`src/rtl/softmax_sum_normalizer_pkg.sv`:
```
// ============================================================================
//  Module      : softmax_sum_normalizer_pkg
//  Description : Shared defaults, FSM state encoding and a width helper for
//                the softmax sum normalizer.
//  Revision    : 1.0 - initial release
// ============================================================================
`default_nettype none

package softmax_sum_normalizer_pkg;

  // Default datapath geometry: Q4.4 input terms, up to 16 terms per vector
  localparam int c_IN_W_DEF    = 8;
  localparam int c_IN_FRAC_DEF = 4;
  localparam int c_MAX_N_DEF   = 16;
  localparam int c_EXP_W_DEF   = 5;

  // Fraction width handed to the reciprocal stage
  localparam int c_MANT_W      = 8;

  // Normalizer FSM states
  typedef enum logic [1:0] {
    ACC  = 2'd0,
    NORM = 2'd1,
    HOLD = 2'd2
  } state_t;

  // Accumulator width needed to hold max_n terms of in_w bits
  function automatic int acc_width(input int in_w, input int max_n);
    return in_w + $clog2(max_n);
  endfunction

endpackage

`default_nettype wire

```
`src/rtl/softmax_sum_normalizer_sat_adder.sv`:
```
// ============================================================================
//  Module      : sat_adder
//  Description : Unsigned saturating adder. Clamps to all-ones and flags the
//                carry-out so the caller can keep a sticky overflow bit.
//  Revision    : 1.0 - initial release
// ============================================================================
`default_nettype none

module sat_adder #(
  parameter int WIDTH = 12
) (
  input  logic [WIDTH-1:0] i_a,
  input  logic [WIDTH-1:0] i_b,
  output logic [WIDTH-1:0] o_sum,
  output logic             o_ovf
);

  logic [WIDTH:0] w_full;

  // Full-width sum; the extra bit is the carry that triggers saturation
  assign w_full = {1'b0, i_a} + {1'b0, i_b};
  assign o_ovf  = w_full[WIDTH];
  assign o_sum  = w_full[WIDTH] ? {WIDTH{1'b1}} : w_full[WIDTH-1:0];

endmodule

`default_nettype wire

```
`src/rtl/softmax_sum_normalizer.sv`:
```
// ============================================================================
//  Module      : softmax_sum_normalizer
//  Description : Accumulates a vector of unsigned exponential terms (delimited
//                by in_last), normalizes the sum to (1+f)*2^e and presents the
//                8-bit fraction f and signed exponent e downstream.
//                Optional macro SOFTMAX_NORM_ROUND_EN: round the fraction to
//                nearest (ties up) at the cost of one extra NORM-exit cycle;
//                otherwise the fraction is truncated.
//  Revision    : 1.0 - initial release
// ============================================================================
`default_nettype none

module softmax_sum_normalizer
  import softmax_sum_normalizer_pkg::*;
#(
  parameter int IN_W    = c_IN_W_DEF,
  parameter int IN_FRAC = c_IN_FRAC_DEF,
  parameter int MAX_N   = c_MAX_N_DEF,
  parameter int EXP_W   = c_EXP_W_DEF
) (
  input  logic                    clk,
  input  logic                    rst,
  input  logic [IN_W-1:0]         in_data,
  input  logic                    in_valid,
  input  logic                    in_last,
  output logic                    in_ready,
  output logic [c_MANT_W-1:0]     out_mant,
  output logic signed [EXP_W-1:0] out_exp,
  output logic                    out_zero,
  output logic                    out_ovf,
  output logic                    out_valid,
  input  logic                    out_ready
);

  localparam int c_ACC_W   = acc_width(IN_W, MAX_N);
  localparam int c_SH_W    = $clog2(c_ACC_W);
  // Exponent when the leading one already sits in the accumulator MSB
  localparam int c_EXP_TOP = c_ACC_W - 1 - IN_FRAC;

  state_t               r_state;
  logic [c_ACC_W-1:0]   r_acc;
  logic [c_SH_W-1:0]    r_sh;
  logic                 r_ovf;
  logic [c_MANT_W-1:0]  r_out_mant;
  logic [EXP_W-1:0]     r_out_exp;
  logic                 r_out_zero;
  logic                 r_out_ovf;
  logic                 r_out_valid;

  logic [c_ACC_W-1:0]   w_add_in;
  logic [c_ACC_W-1:0]   w_add_sum;
  logic                 w_add_ovf;
  logic                 w_accept;
  logic [EXP_W-1:0]     w_exp;
  logic [c_MANT_W-1:0]  w_mant_trunc;

  // Zero-extend the incoming term to accumulator width
  assign w_add_in = {{(c_ACC_W-IN_W){1'b0}}, in_data};

  sat_adder #(
    .WIDTH (c_ACC_W)
  ) u_sat_adder (
    .i_a   (r_acc),
    .i_b   (w_add_in),
    .o_sum (w_add_sum),
    .o_ovf (w_add_ovf)
  );

  // Ready only while accumulating and never while reset is held
  assign in_ready = (r_state == ACC) && !rst;
  assign w_accept = in_valid && in_ready;

  // Exponent from the number of shifts needed to bring the leading one to MSB
  assign w_exp        = EXP_W'(c_EXP_TOP) - EXP_W'(r_sh);
  assign w_mant_trunc = r_acc[c_ACC_W-2 -: c_MANT_W];

`ifdef SOFTMAX_NORM_ROUND_EN
  localparam int c_GUARD = c_ACC_W - 2 - c_MANT_W;

  logic                r_rnd_phase;
  logic                r_rnd_up;
  logic [c_MANT_W:0]   w_mant_inc;

  // Incremented fraction; the top bit is the carry out of 0xFF
  assign w_mant_inc = {1'b0, r_out_mant} + {{c_MANT_W{1'b0}}, 1'b1};
`endif

  // Accumulate / normalize / hold controller with registered outputs
  always_ff @(posedge clk) begin
    if (rst) begin
      r_state     <= ACC;
      r_acc       <= '0;
      r_sh        <= '0;
      r_ovf       <= 1'b0;
      r_out_mant  <= '0;
      r_out_exp   <= '0;
      r_out_zero  <= 1'b0;
      r_out_ovf   <= 1'b0;
      r_out_valid <= 1'b0;
`ifdef SOFTMAX_NORM_ROUND_EN
      r_rnd_phase <= 1'b0;
      r_rnd_up    <= 1'b0;
`endif
    end else begin
      case (r_state)
        ACC: begin
          if (w_accept) begin
            r_acc <= w_add_sum;
            r_ovf <= r_ovf | w_add_ovf;
            if (in_last) begin
              r_state <= NORM;
            end
          end
        end

        NORM: begin
          if (r_acc == '0) begin
            r_out_zero <= 1'b1;
            r_out_mant <= '0;
            r_out_exp  <= '0;
            r_out_ovf  <= 1'b0;
            r_state    <= HOLD;
          end else if (!r_acc[c_ACC_W-1]) begin
            r_acc <= r_acc << 1;
            r_sh  <= r_sh + 1'b1;
          end else begin
`ifdef SOFTMAX_NORM_ROUND_EN
            if (!r_rnd_phase) begin
              // First exit cycle: capture truncated result and the guard bit
              r_out_zero  <= 1'b0;
              r_out_mant  <= w_mant_trunc;
              r_out_exp   <= w_exp;
              r_out_ovf   <= r_ovf;
              r_rnd_up    <= r_acc[c_GUARD];
              r_rnd_phase <= 1'b1;
            end else begin
              // Second exit cycle: apply the round-up, bumping e on carry
              if (r_rnd_up) begin
                r_out_mant <= w_mant_inc[c_MANT_W-1:0];
                if (w_mant_inc[c_MANT_W]) begin
                  r_out_exp <= r_out_exp + EXP_W'(1);
                end
              end
              r_rnd_phase <= 1'b0;
              r_state     <= HOLD;
            end
`else
            r_out_zero <= 1'b0;
            r_out_mant <= w_mant_trunc;
            r_out_exp  <= w_exp;
            r_out_ovf  <= r_ovf;
            r_state    <= HOLD;
`endif
          end
        end

        HOLD: begin
          if (!r_out_valid) begin
            r_out_valid <= 1'b1;
          end else if (out_ready) begin
            r_out_valid <= 1'b0;
            r_acc       <= '0;
            r_sh        <= '0;
            r_ovf       <= 1'b0;
            r_state     <= ACC;
          end
        end

        default: begin
          r_state <= ACC;
        end
      endcase
    end
  end

  assign out_mant  = r_out_mant;
  assign out_exp   = $signed(r_out_exp);
  assign out_zero  = r_out_zero;
  assign out_ovf   = r_out_ovf;
  assign out_valid = r_out_valid;

endmodule

`default_nettype wire

```
`config.mk`:
```
export PLATFORM = sky130hd
export DESIGN_NAME = softmax_sum_normalizer
export DESIGN_NICKNAME = d
export VERILOG_FILES = /design/src/rtl/softmax_sum_normalizer_pkg.sv /design/src/rtl/softmax_sum_normalizer_sat_adder.sv /design/src/rtl/softmax_sum_normalizer.sv
export SDC_FILE = /design/constraint.sdc
export NUM_CORES = 1
export LEC_CHECK = 0
export BUFFER_PORTS_ARGS = -buffer_cell sky130_fd_sc_hd__buf_2
export CORE_MARGIN = 5
export CORE_UTILIZATION = 30
export CTS_CLUSTER_SIZE = 12
export DETAILED_ROUTE_END_ITERATION = 8
export PLACE_DENSITY = 0.46
export SLEW_MARGIN = 20
export SYNTH_ARGS = -nofsm -noshare
export SYNTH_HDL_FRONTEND = slang
export SYNTH_HIERARCHICAL = 1
export SYNTH_SLANG_ARGS = --single-unit
```
`constraint.sdc`:
```
create_clock -name clk -period 3.8 [get_ports clk]
set_input_delay 0.38 -clock clk [delete_from_list [all_inputs] [get_ports clk]]
set_output_delay 0.38 -clock clk [all_outputs]
set_load 0.02 [all_outputs]
```
==> metrics.md, run 1 <==
| Metric | Value |
|---|---|
| Req. time, crit path | 3.97 ns |
| Total vias in the final route | 2044 |
| Number of iterations in the first detailed-routing pass | 4 |
| Final critical delay including setup and external delays | 3.14 ns |
| Final worst setup slack | 0.658 ns |
| Critical path capture point type | flop |
| Min-delay worst type | in -> reg |
| Number of hold violations in the final report | 0 |
| Synthesis-stage register bit count | 34 |
| Initial antenna violation count | 0 |
| Diodes inserted | 0 |
| H-tree levels | 2 |
| Worst clock skew | 0.00869 ns |
| Mean instance size in the synthesized netlist | 8.68 µm² |
| Setup repair after global routing missed its margin | no |
| Clock latency on the worst-skew pair | 0.28 ns |
| Die extent in x | 97.7 µm |
| Drt via density | 5.16 |
| CTS tree | yes |
| Netlist cell types | 55 |
| Top FF cell, synth | sky130_fd_sc_hd__dfxtp_1 |
| Detailed placer's ending HPWL | 4380 µm |
| Grt ovf | 0 |
| Quantity of gates resized following cts | 0 |
| Peak supply drop | 257 µV |
| Placer congestion estimate | 0.794 |
| Power density normalized to cell area | 730 nW/µm² |
| First DRT Iteration DRCs | 50 |
| Final design utilization | 34.4% |
| Startpoint type of the worst setup path | flop |
| Upper clock frequency limit | 318 MHz |
| Effective utilization at floorplan | 30.3% |
| Slowest CP cell | sky130_fd_sc_hd__a21boi_2 |
| Critical path buffer and inverter count | 0 |
| Post-DR wirelength/cell | 14.9 µm |
| Type of the setup path with the least slack | reg -> reg |
| Worst path cell trace | ha_1 > fa_1 > a21o_1 > a221oi_2 > o21ai_2 > a21boi_2 > nand2b_1 > nor2b_1 > a31oi_1 > nor4_1 > a31o_1 |
| Post-synthesis instance total | 266 |
| Max-cap violation count | 0 |
| Area grow syn2layout | 13.4% |
| Outcome | complete, no violations |
| Kind of cell adding the most delay to the critical path | compound AO/OA/AOI/OAI gates |
| Netlist Area Pre-Place | 2310 µm² |
| Count of hold buffers inserted by post-cts repair | 0 |
| Root buffer cell | sky130_fd_sc_hd__clkbuf_8 |
| Post-Place Worst Slack | 0.536 ns |
| Port Buf Inserts | 29 |
| EDFF count, synth | 0 |
| Critical path data arrival time | 3.32 ns |
| Drt drc | 0 |
| Final clock period utilization by the worst path | 82.7% |
| Fraction of layout cells with a size suffix above 1 | 19.4% |
| First-pass GRT wire length | 9680 µm |
| Via count of the first global-routing pass | 1895 |
| Die area | 9550 µm² |
| I/O Pins | 30 |
| Number of fill cells | 827 |
| Clock net sink count | 34 |
| Post-layout nets | 324 |
| Async S/R FF share, synth | 0% |
| Fraction of the yosys area taken by sequential cells | 29.5% |
| Aggregate routed wire length | 5900 µm |
| Sequential standard cell area | 681 µm² |
| Final max-slew violation count | 0 |
| Pleak | 1.12 nW |
| Number of nets with antenna violations after routing | 0 |
| Total clock buffers created by CTS | 5 |
| Final Setup Violations | 0 |
| Worst hold slack | 0.387 ns |
| Clock transition at the registers of the reported paths | 0.08 ns |
| # rows | 32 |
| Placeable core area | 7610 µm² |
| Pin count of the biggest net entering global routing | 34 |
| Largest fanout on the critical path | 12 |
| Post-CTS setup-driven buffer insertion count | 0 |
| Worst-case headroom to the max-slew limit | 37.3% |
| Area used by multi-input combinational logic | 1530 µm² |
| GRT Util Overall | 12.2% |
| Buffers from clock root to sink, at most | 2 |
| Setup TNS | 0 ns |
| Die extent in y | 97.7 µm |
| Maximum cell stage delay along the critical path | 0.62 ns |
| Measured slew at the worst slew-check pin | 0.934 ns |
| Warnings, synthesis | 6 |
## routing by layer
layer / part of all wire, % / GRT usage (%) / wire length, µm / vias to the layer above
met2: 47 / 19.8 / 2790 / 35
met3: 2.7 / 3.02 / 160 / 2
met1: 50 / 16.9 / 2940 / 962
li1: - / - / - / 1045
met5: 0 / 0 / 0 / -
met4: 0.17 / 1.70 / 10 / 0
## cells in the final DEF (no fill, tap or decap), types with 3 or more instances in the layout
cell                        count
sky130_fd_sc_hd__o21ai_1        9
sky130_fd_sc_hd__nand3_1        6
sky130_fd_sc_hd__nor2_1         7
sky130_fd_sc_hd__xor2_1         4
sky130_fd_sc_hd__o211ai_1       3
sky130_fd_sc_hd__a21o_1         6
sky130_fd_sc_hd__nor4_1         5
sky130_fd_sc_hd__a22o_1         5
sky130_fd_sc_hd__ha_1          17
sky130_fd_sc_hd__nand2b_1      10
sky130_fd_sc_hd__a31oi_1       16
sky130_fd_sc_hd__conb_1         4
sky130_fd_sc_hd__inv_1          8
sky130_fd_sc_hd__buf_2         29
sky130_fd_sc_hd__o21ai_0        5
sky130_fd_sc_hd__xnor2_1        5
sky130_fd_sc_hd__clkbuf_8       6
sky130_fd_sc_hd__or4_4          3
sky130_fd_sc_hd__nand2_1       13
sky130_fd_sc_hd__nor3_1         4
sky130_fd_sc_hd__and3_1         4
sky130_fd_sc_hd__a21oi_1       15
sky130_fd_sc_hd__nand2_2        9
sky130_fd_sc_hd__a31o_1         5
sky130_fd_sc_hd__o2bb2ai_1      3
sky130_fd_sc_hd__or4_1          7
sky130_fd_sc_hd__nor2b_1       14
sky130_fd_sc_hd__dfxtp_1       34
sky130_fd_sc_hd__a211oi_1       5
sky130_fd_sc_hd__mux2i_1        5
## synthesized netlist by cell type (3+ instances only)
master	n	area (µm²)
sky130_fd_sc_hd__nand2_2	9	56.3
sky130_fd_sc_hd__or4_1	7	52.6
sky130_fd_sc_hd__nor3_1	4	20.0
sky130_fd_sc_hd__a22o_1	5	43.8
sky130_fd_sc_hd__o211ai_1	3	22.5
sky130_fd_sc_hd__o21ai_1	9	45.0
sky130_fd_sc_hd__mux2i_1	5	50.1
sky130_fd_sc_hd__a21oi_1	15	75.1
sky130_fd_sc_hd__xnor2_1	5	43.8
sky130_fd_sc_hd__dfxtp_1	34	681
sky130_fd_sc_hd__a31o_1	5	43.8
sky130_fd_sc_hd__nor4_1	5	31.3
sky130_fd_sc_hd__nand3_1	6	30.0
sky130_fd_sc_hd__or4_4	3	33.8
sky130_fd_sc_hd__o21ai_0	5	25.0
sky130_fd_sc_hd__clkbuf_1	7	26.3
sky130_fd_sc_hd__nor2_1	7	26.3
sky130_fd_sc_hd__a211oi_1	5	37.5
sky130_fd_sc_hd__inv_1	8	30.0
sky130_fd_sc_hd__nor2b_1	14	87.6
sky130_fd_sc_hd__a31oi_1	16	100
sky130_fd_sc_hd__and3_1	4	25.0
sky130_fd_sc_hd__nand2b_1	10	62.6
sky130_fd_sc_hd__xor2_1	4	35.0
sky130_fd_sc_hd__nand2_1	13	48.8
sky130_fd_sc_hd__a21o_1	6	45.0
sky130_fd_sc_hd__ha_1	17	213
sky130_fd_sc_hd__o2bb2ai_1	3	26.3
## logic make-up (layout without fill, tap and decap cells)
family | count (synthesis) | count (layout) | share of synthesized area [%]
and+or+nand+nor | 91 | 91 | 24.4
buffers and inverters | 23 | 48 | 4.77
AOI/OAI and AO/OA | 85 | 85 | 25.5
muxes | 5 | 5 | 2.17
DFF | 34 | 34 | 29.5
xor gates and xnor gates | 9 | 9 | 3.41
other | 1 | 4 | 0.162
adders and majority gates | 18 | 18 | 10.1
## tightest hold or removal path, cell delays in order
cell and delay (ns):
sky130_fd_sc_hd__buf_2 0.08, sky130_fd_sc_hd__nand3_1 0.06, sky130_fd_sc_hd__o21ai_0 0.07, sky130_fd_sc_hd__nor2_1 0.04
## layout make-up
type | count | area share (%)
Tap cell | 102 | 4.87
Sequential cell | 34 | 26.0
Multi-Input combinational cell | 212 | 58.4
Inverter | 10 | 1.43
Clock buffer | 7 | 3.30
Timing Repair Buffer | 30 | 5.83
Clock inverter | 1 | 0.191
## metrics by stage
stage          power (mW)  area (µm²)  std cells
6_report             1.91        2620        396
5_1_grt              2.08        2620        396
3_3_place_gp         1.65        2530        388
3_5_place_dp         1.64        2530        388
2_1_floorplan        1.41        2320        269
4_1_cts              1.92        2620        396
## path summary, 6_finish.rpt
| kind | from | end | slack, ns | cells after the start |
|---|---|---|---|---|
| worst max-delay path | r_acc[0]$_SDFFE_PP0P_ | r_acc[1]$_SDFFE_PP0P_ | 0.66 | 11 |
| worst min-delay path | out_ready | out_valid$_SDFFE_PP0N_ | 0.39 | 4 |
| worst max register to register | r_acc[0]$_SDFFE_PP0P_ | r_acc[1]$_SDFFE_PP0P_ | 0.66 | 11 |
| worst min register to register | out_zero$_SDFFE_PP0P_ | out_zero$_SDFFE_PP0P_ | 0.46 | 2 |
## report_power, final
part           switching (mW)  internal [mW]  total, mW
Clock                   0.133          0.146      0.279
Sequential             0.0751          0.424      0.499
Combinational           0.685          0.447       1.13
Total                   0.893           1.02       1.91
## flip-flops by register name, summed over array words and instances (netlist names)
name / count
r_acc: 12
out_mant: 8
out_exp: 4
r_sh: 4
r_state: 2
out_ovf: 1
out_valid: 1
out_zero: 1
r_ovf: 1
(Power assumes the default switching activity.)
==> run 2, diff against run 1 <==
--- a/config.mk
+++ b/config.mk
@@ -10,7 +10,7 @@
 export CORE_UTILIZATION = 30
 export CTS_CLUSTER_SIZE = 12
 export DETAILED_ROUTE_END_ITERATION = 8
-export PLACE_DENSITY = 0.46
+export PLACE_DENSITY = 0.48
 export SLEW_MARGIN = 20
 export SYNTH_ARGS = -nofsm -noshare
 export SYNTH_HDL_FRONTEND = slang
==> constraint.sdc (replaced) <==
create_clock -name clk -period 2.7 [get_ports clk]
set_input_delay 0.27 -clock clk [delete_from_list [all_inputs] [get_ports clk]]
set_output_delay 0.27 -clock clk [all_outputs]
set_load 0.02 [all_outputs]
==> run 2 against run 1 <==
Net effect: worst hold slack got worse by 0.11 ns; largest cell class unchanged; critical endpoint is now r_acc[9]$_SDFFE_PP0P_; global-route usage increased by 0.53 points; via count grew 2.4%; worst setup slack worse by 0.51 ns; core utilization rose by 2.6 points; sequential share of layout area shrank 1.8 points; clock power up 41%; sequential power up 38%; flip-flop and latch count did not move.
==> metrics.md, run 2 (synthesis results as in run 1) <==
| Metric | Value |
|---|---|
| First DRT Iteration DRCs | 60 (was 50) |
| Clock net sink count | 34 (unchanged) |
| Placer congestion estimate | 0.857 (was 0.794) |
| Req. time, crit path | 2.87 ns (was 3.97 ns) |
| Critical path data arrival time | 2.72 ns (was 3.32 ns) |
| Worst-case headroom to the max-slew limit | 49.4% (was 37.3%) |
| Non-filler instance count after layout | 417 (was 396) |
| Worst clock skew | 0.00506 ns (was 0.00869 ns) |
| Aggregate routed wire length | 6090 µm (was 5900 µm) |
| Final instance area | 2820 µm² (was 2620 µm²) |
| Outcome | complete, no violations (unchanged) |
| Total vias in the final route | 2093 (was 2044) |
| I/O Pins | 30 (unchanged) |
| Min-delay worst type | in -> reg (unchanged) |
| GRT Util Overall | 12.8% (was 12.2%) |
| Power density normalized to cell area | 1020 nW/µm² (was 730 nW/µm²) |
| Post-layout nets | 345 (was 324) |
| Final critical delay including setup and external delays | 2.55 ns (was 3.14 ns) |
| Fraction of layout cells with a size suffix above 1 | 26.7% (was 19.4%) |
| DP Area | 2640 µm² (was 2530 µm²) |
| # rows | 32 (unchanged) |
| Startpoint type of the worst setup path | flop (unchanged) |
| Type of the setup path with the least slack | reg -> reg (unchanged) |
| Critical path capture point type | flop (unchanged) |
| CTS tree | yes (unchanged) |
| Total clock buffers created by CTS | 5 (unchanged) |
| Die area | 9550 µm² (unchanged) |
| Max-cap violation count | 0 (unchanged) |
| Number of flip-flops under the largest register name | 12 (unchanged) |
| Post-layout power | 2.87 mW (was 1.91 mW) |
| Die extent in y | 97.7 µm (unchanged) |
| Root buffer cell | sky130_fd_sc_hd__clkbuf_8 (unchanged) |
| Number of nets with antenna violations after routing | 0 (unchanged) |
| Via count of the first global-routing pass | 2040 (was 1895) |
| Most common library cell in the layout ignoring fill and taps | sky130_fd_sc_hd__dfxtp_1 (unchanged) |
| Total instance count after detailed placement | 403 (was 388) |
| Pleak | 1.23 nW (was 1.12 nW) |
| Area grow syn2layout | 22.0% (was 13.4%) |
| Grt ovf | 0 (unchanged) |
| Worst hold slack | 0.278 ns (was 0.387 ns) |
| Drt via density | 5.02 (was 5.16) |
| Placeable core area | 7610 µm² (unchanged) |
| Final clock period utilization by the worst path | 94.5% (was 82.7%) |
| Number of iterations in the first detailed-routing pass | 4 (unchanged) |
| Count of hold buffers inserted by post-cts repair | 0 (unchanged) |
| Buffers from clock root to sink, at most | 2 (unchanged) |
| Effective utilization at floorplan | 30.3% (unchanged) |
| Number of hold violations in the final report | 0 (unchanged) |
| Port Buf Inserts | 29 (unchanged) |
| Detailed placer's ending HPWL | 4630 µm (was 4380 µm) |
| Initial antenna violation count | 0 (unchanged) |
| Clock latency on the worst-skew pair | 0.29 ns (was 0.28 ns) |
| Drt drc | 0 (unchanged) |
| Commonest non-fill, non-tap cells in the layout | 33 x sky130_fd_sc_hd__dfxtp_1, 29 x sky130_fd_sc_hd__buf_2, 21 x sky130_fd_sc_hd__buf_4, 16 x sky130_fd_sc_hd__ha_1 (was 34 x sky130_fd_sc_hd__dfxtp_1, 29 x sky130_fd_sc_hd__buf_2, 17 x sky130_fd_sc_hd__ha_1, 16 x sky130_fd_sc_hd__a31oi_1, 15 x sky130_fd_sc_hd__a21oi_1) |
| Final max-slew violation count | 0 (unchanged) |
| Die extent in x | 97.7 µm (unchanged) |
| Final Setup Violations | 0 (unchanged) |
| Measured slew at the worst slew-check pin | 0.759 ns (was 0.934 ns) |
| Peak supply drop | 418 µV (was 257 µV) |
| Diodes inserted | 0 (unchanged) |
| H-tree levels | 2 (unchanged) |
| Largest fanout on the critical path | 7 (was 12) |
| Pin count of the biggest net entering global routing | 34 (unchanged) |
| Upper clock frequency limit | 392 MHz (was 318 MHz) |
| Register ranked first by flip-flop count | r_acc (unchanged) |
| First-pass GRT wire length | 9980 µm (was 9680 µm) |
| Post-DR wirelength/cell | 14.6 µm (was 14.9 µm) |
| Clock transition at the registers of the reported paths | 0.07 ns (was 0.08 ns) |
run 2: through the flow:
step / setup slack [ns] / setup TNS [ns] / utilization, %
after floorplan: 0.108 / 0 / -
after global placement: -0.00588 / -0.00588 / 34.7
after detailed placement: -0.0426 / -0.0955 / 34.7
after CTS: 0.0462 / 0 / 36.0
after global routing: -0.00909 / -0.00909 / 37.0
final: 0.149 / 0 / 37.0
run 2: final cells by class:
type                    instances  area (µm²)
fillers                       816        4790
multi-input cells             212        1560
flip-flops and latches         34         682
repair buffers                 51         314
well taps                     102         128
clock buffers                   7        86.3
inverters                      10        37.5
clock inverters                 1        5.00
run 2: where the power goes:
group / internal, mW / total (mW) / switching (mW)
clock: 0.206 / 0.393 / 0.187
combinational: 0.760 / 1.79 / 1.03
sequential: 0.598 / 0.688 / 0.0905
run 2: worst paths after layout:
kind / slack [ns] / startpoint / to / cells past startpoint
worst max-delay path: 0.15 / r_acc[0]$_SDFFE_PP0P_ / r_acc[9]$_SDFFE_PP0P_ / 13
worst min-delay path: 0.28 / out_ready / out_valid$_SDFFE_PP0N_ / 4
worst max register to register: 0.15 / r_acc[0]$_SDFFE_PP0P_ / r_acc[9]$_SDFFE_PP0P_ / 13
worst min register to register: 0.46 / out_zero$_SDFFE_PP0P_ / out_zero$_SDFFE_PP0P_ / 2
run 2: what timing repair did:
action / in CTS / in global routing
endpoints found under the hold margin: 0 / 0
endpoints found under the setup margin: 2 / 8
cloned: 0 / 0
buffers inserted: 0 / 6
resized for setup: 2 / 7
pin swaps: 2 / 7
run 2: worst max-delay path, cell delays in order (launching register included):
cell and delay [ns]:
sky130_fd_sc_hd__dfxtp_2 0.34, sky130_fd_sc_hd__ha_4 0.16, sky130_fd_sc_hd__fa_2 0.36, sky130_fd_sc_hd__a21o_1 0.19, sky130_fd_sc_hd__a221oi_2 0.31, sky130_fd_sc_hd__o21ai_2 0.11
sky130_fd_sc_hd__a21boi_2 0.21, sky130_fd_sc_hd__buf_6 0.15, sky130_fd_sc_hd__buf_4 0.11, sky130_fd_sc_hd__nand2_2 0.04, sky130_fd_sc_hd__nor2b_1 0.13, sky130_fd_sc_hd__a31oi_1 0.14
sky130_fd_sc_hd__or4_1 0.12, sky130_fd_sc_hd__o21ai_1 0.05
run 2: per-layer routing:
metal | vias to the layer above | global-route usage (%) | wire length, µm
met4 | 0 | 2.98 | 33
met2 | 37 | 21.5 | 2950
met1 | 963 | 16.7 | 2910
li1 | 1089 | - | -
met5 | - | 0 | 0
met3 | 4 | 2.87 | 196
==> run 3, diff against run 2 <==
--- a/config.mk
+++ b/config.mk
@@ -10,7 +10,6 @@
 export CORE_UTILIZATION = 30
 export CTS_CLUSTER_SIZE = 12
 export DETAILED_ROUTE_END_ITERATION = 8
-export PLACE_DENSITY = 0.48
 export SLEW_MARGIN = 20
 export SYNTH_ARGS = -nofsm -noshare
 export SYNTH_HDL_FRONTEND = slang
==> run 3 against run 2 <==
Net effect: sequential share of layout area shrank 0.21 points; routed wire length down 3.5%; clock skew up 0.0013 ns; critical path depth decreased by 1; flip-flop and latch count unchanged; clock power increased by 44%; critical path type unchanged; sequential power about the same; worst hold slack worse by 0.0027 ns; first-iteration DRC count is 100% higher; power is 4.5% higher.
==> metrics.md, run 3 (synthesis results as in run 1) <==
| Metric | Value |
|---|---|
| Outcome | complete, no violations (unchanged) |
| Grt ovf | 0 (unchanged) |
| Relative contribution of sequential cells to total power | 22.9% (was 24.0%) |
| Max-cap violation count | 0 (unchanged) |
| First-pass GRT wire length | 9590 µm (was 9980 µm) |
| Total vias in the final route | 2118 (was 2093) |
| Req. time, crit path | 2.92 ns (was 2.87 ns) |
| GR Layer Usage met1 | 15.4% (was 16.7%) |
| Critical path data arrival time | 2.89 ns (was 2.72 ns) |
| Area grow syn2layout | 23.1% (was 22.0%) |
| Int Pwr | 1.70 mW (was 1.56 mW) |
| Aggregate routed wire length | 5870 µm (was 6090 µm) |
| Clock net sink count | 34 (unchanged) |
| Destination of the worst register-to-register timing path | r_acc[8]$_SDFFE_PP0P_ (was r_acc[9]$_SDFFE_PP0P_) |
| Final max-slew violation count | 0 (unchanged) |
| Switching fraction of total power | 43.3% (was 45.5%) |
| Post-DR wirelength/cell | 14.2 µm (was 14.6 µm) |
| CTS tree | yes (unchanged) |
| Diodes inserted | 0 (unchanged) |
| Buffers from clock root to sink, at most | 2 (unchanged) |
| Final critical delay including setup and external delays | 2.67 ns (was 2.55 ns) |
| Startpoint type of the worst setup path | flop (unchanged) |
| Number of nets with antenna violations after routing | 0 (unchanged) |
| Drt via density | 5.14 (was 5.02) |
| Via count of the first global-routing pass | 2062 (was 2040) |
| Area used by multi-input combinational logic | 1570 µm² (was 1560 µm²) |
| Placer congestion estimate | 0.864 (was 0.857) |
| # rows | 32 (unchanged) |
| Effective utilization at floorplan | 30.3% (unchanged) |
| Die extent in x | 97.7 µm (unchanged) |
| Total clock buffers created by CTS | 5 (unchanged) |
| Layer with the highest usage after global routing | met2 (unchanged) |
| DP Area | 2630 µm² (was 2640 µm²) |
| HP Start | out_ready (unchanged) |
| Final clock period utilization by the worst path | 98.9% (was 94.5%) |
| Pleak | 1.24 nW (was 1.23 nW) |
| Net switching power | 1.30 mW (was 1.31 mW) |
| Clock transition at the registers of the reported paths | 0.08 ns (was 0.07 ns) |
| Final instance area | 2840 µm² (was 2820 µm²) |
| Setup TNS | 0 ns (unchanged) |
| Die area | 9550 µm² (unchanged) |
| Pin count of the biggest net entering global routing | 34 (unchanged) |
| Critical path buffer and inverter count | 1 (was 2) |
| Kind of cell adding the most delay to the critical path | compound AO/OA/AOI/OAI gates (unchanged) |
| R2R Setup Slk | 0.03 ns (was 0.15 ns) |
| Detailed placer's ending HPWL | 4360 µm (was 4630 µm) |
| Most common library cell in the layout ignoring fill and taps | sky130_fd_sc_hd__dfxtp_1 (unchanged) |
| Slowest CP cell | sky130_fd_sc_hd__or4_1 (was sky130_fd_sc_hd__fa_2) |
| Power density normalized to cell area | 1060 nW/µm² (was 1020 nW/µm²) |
| Setup crit start | r_acc[0]$_SDFFE_PP0P_ (unchanged) |
| Die extent in y | 97.7 µm (unchanged) |
| Fraction of layout cells with a size suffix above 1 | 26.1% (was 26.7%) |
| Initial antenna violation count | 0 (unchanged) |
| Global routing met3 resource utilization | 3.02% (was 2.87%) |
| RR Startpoint | r_acc[0]$_SDFFE_PP0P_ (unchanged) |
| Setup repair after global routing missed its margin | yes |
| Non-filler instance count after layout | 412 (was 417) |
| Comb pwr share | 58.2% (was 62.4%) |
| Number of iterations in the first detailed-routing pass | 4 (unchanged) |
| Root buffer cell | sky130_fd_sc_hd__clkbuf_8 (unchanged) |
| Commonest non-fill, non-tap cells in the layout | 33 x sky130_fd_sc_hd__dfxtp_1, 29 x sky130_fd_sc_hd__buf_2, 16 x sky130_fd_sc_hd__a31oi_1, 16 x sky130_fd_sc_hd__ha_1, 16 x sky130_fd_sc_hd__buf_4 (was 33 x sky130_fd_sc_hd__dfxtp_1, 29 x sky130_fd_sc_hd__buf_2, 21 x sky130_fd_sc_hd__buf_4, 16 x sky130_fd_sc_hd__ha_1) |
| Final design utilization | 37.4% (was 37.0%) |
| H-tree levels | 2 (unchanged) |
| Number of flip-flops under the largest register name | 12 (unchanged) |
| I/O Pins | 30 (unchanged) |
| Largest fanout on the critical path | 3 (was 7) |
| Measured slew at the worst slew-check pin | 0.731 ns (was 0.759 ns) |
| GRT Util Overall | 12.0% (was 12.8%) |
| Maximum cell stage delay along the critical path | 0.53 ns (was 0.36 ns) |
| Capture endpoint of the worst hold path | out_valid$_SDFFE_PP0N_ (unchanged) |
| Min-delay worst type | in -> reg (unchanged) |
| Clock latency on the worst-skew pair | 0.29 ns (about the same) |
| R2R cell count | 12 (was 13) |
| GR Layer Usage met2 | 19.9% (was 21.5%) |
| Post-layout nets | 340 (was 345) |
| Total instance count after detailed placement | 400 (was 403) |
| Number of hold violations in the final report | 0 (unchanged) |
| First DRT Iteration DRCs | 122 (was 60) |
| Hold Path Depth | 4 (unchanged) |
| Number of fill cells | 818 (was 816) |
| Peak supply drop | 400 µV (was 418 µV) |
| Worst clock skew | 0.00636 ns (was 0.00506 ns) |
| Critical path capture point type | flop (unchanged) |
| Type of the setup path with the least slack | reg -> reg (unchanged) |
| Sequential standard cell area | 682 µm² (unchanged) |
| Final Setup Violations | 0 (unchanged) |
| Register ranked first by flip-flop count | r_acc (unchanged) |
| Port Buf Inserts | 29 (unchanged) |
| Worst-case headroom to the max-slew limit | 51.3% (was 49.4%) |
| Placeable core area | 7610 µm² (unchanged) |
| Upper clock frequency limit | 374 MHz (was 392 MHz) |
| Post-layout power | 3.00 mW (was 2.87 mW) |
| Worst path cell trace | ha_4 > fa_2 > a21o_1 > a221oi_2 > o21ai_2 > buf_4 > xnor2_2 > nand2_2 > nor2b_4 > a31oi_1 > or4_1 > o21ai_1 (was ha_4 > fa_2 > a21o_1 > a221oi_2 > o21ai_2 > a21boi_2 > buf_6 > buf_4 > nand2_2 > nor2b_1 > a31oi_1 > or4_1 > o21ai_1) |
| Share of total power in the clock network | 18.9% (was 13.7%) |
| Count of hold buffers inserted by post-cts repair | 0 (unchanged) |
| Drt drc | 0 (unchanged) |
run 3: repair_timing:
item / 4_1_cts / 5_1_grt
resized for setup: 0 / 8
setup endpoints to repair: 0 / 11
buffers inserted: 0 / 4
run 3: cell type report:
class                      instances  area share (%)
clock inverter                     3            2.42
sequential                        34            24.0
inverter                          10            1.32
clock buffer                       5            2.42
tap                              102            4.49
timing repair buffer              46            10.0
multi-input combinational        212            55.3
run 3: worst max path at each step:
| stage | to | slack (ns) | depth (start not counted) |
|---|---|---|---|
| 3_3_place_gp | r_acc[1]$_SDFFE_PP0P_ | 0.04 | 13 |
| 2_1_floorplan | r_acc[2]$_SDFFE_PP0P_ | 0.11 | 12 |
| 6_report | r_acc[8]$_SDFFE_PP0P_ | 0.03 | 12 |
| 3_5_place_dp | r_acc[10]$_SDFFE_PP0P_ | 0.004 | 13 |
| 5_1_grt | r_acc[8]$_SDFFE_PP0P_ | -0.1 | 12 |
| 4_1_cts | r_acc[8]$_SDFFE_PP0P_ | 0.02 | 12 |
run 3: layer usage:
layer  wire length, µm  part of all wire (%)
met5                 0                     0
met4               110                   1.9
met3               175                   3.0
met2              2840                    48
met1              2750                    47
run 3: power groups by stage:
stage                     Combinational [mW]  Sequential, mW  Clock (mW)
after global routing                    1.95           0.699       0.607
final                                   1.75           0.686       0.567
after floorplan                         1.29           0.696           0
after global placement                  1.65           0.696           0
after CTS                               1.67           0.686       0.583
after detailed placement                1.66           0.698           0
run 3: worst reg2reg max path, stage by stage (launching register included):
cell and delay (ns):
sky130_fd_sc_hd__dfxtp_2 0.34, sky130_fd_sc_hd__ha_4 0.16, sky130_fd_sc_hd__fa_2 0.36, sky130_fd_sc_hd__a21o_1 0.19, sky130_fd_sc_hd__a221oi_2 0.31, sky130_fd_sc_hd__o21ai_2 0.12, sky130_fd_sc_hd__buf_4 0.16, sky130_fd_sc_hd__xnor2_2 0.13
sky130_fd_sc_hd__nand2_2 0.05, sky130_fd_sc_hd__nor2b_4 0.12, sky130_fd_sc_hd__a31oi_1 0.05, sky130_fd_sc_hd__or4_1 0.53, sky130_fd_sc_hd__o21ai_1 0.09
run 3: stage by stage:
| stage | setup slack [ns] | hold WS (ns) |
|---|---|---|
| 2_1_floorplan | 0.108 | 0.443 |
| 3_3_place_gp | 0.0351 | 0.441 |
| 3_5_place_dp | 0.00354 | 0.443 |
| 4_1_cts | 0.0224 | 0.263 |
| 5_1_grt | -0.0954 | 0.286 |
| 6_report | 0.0297 | 0.276 |
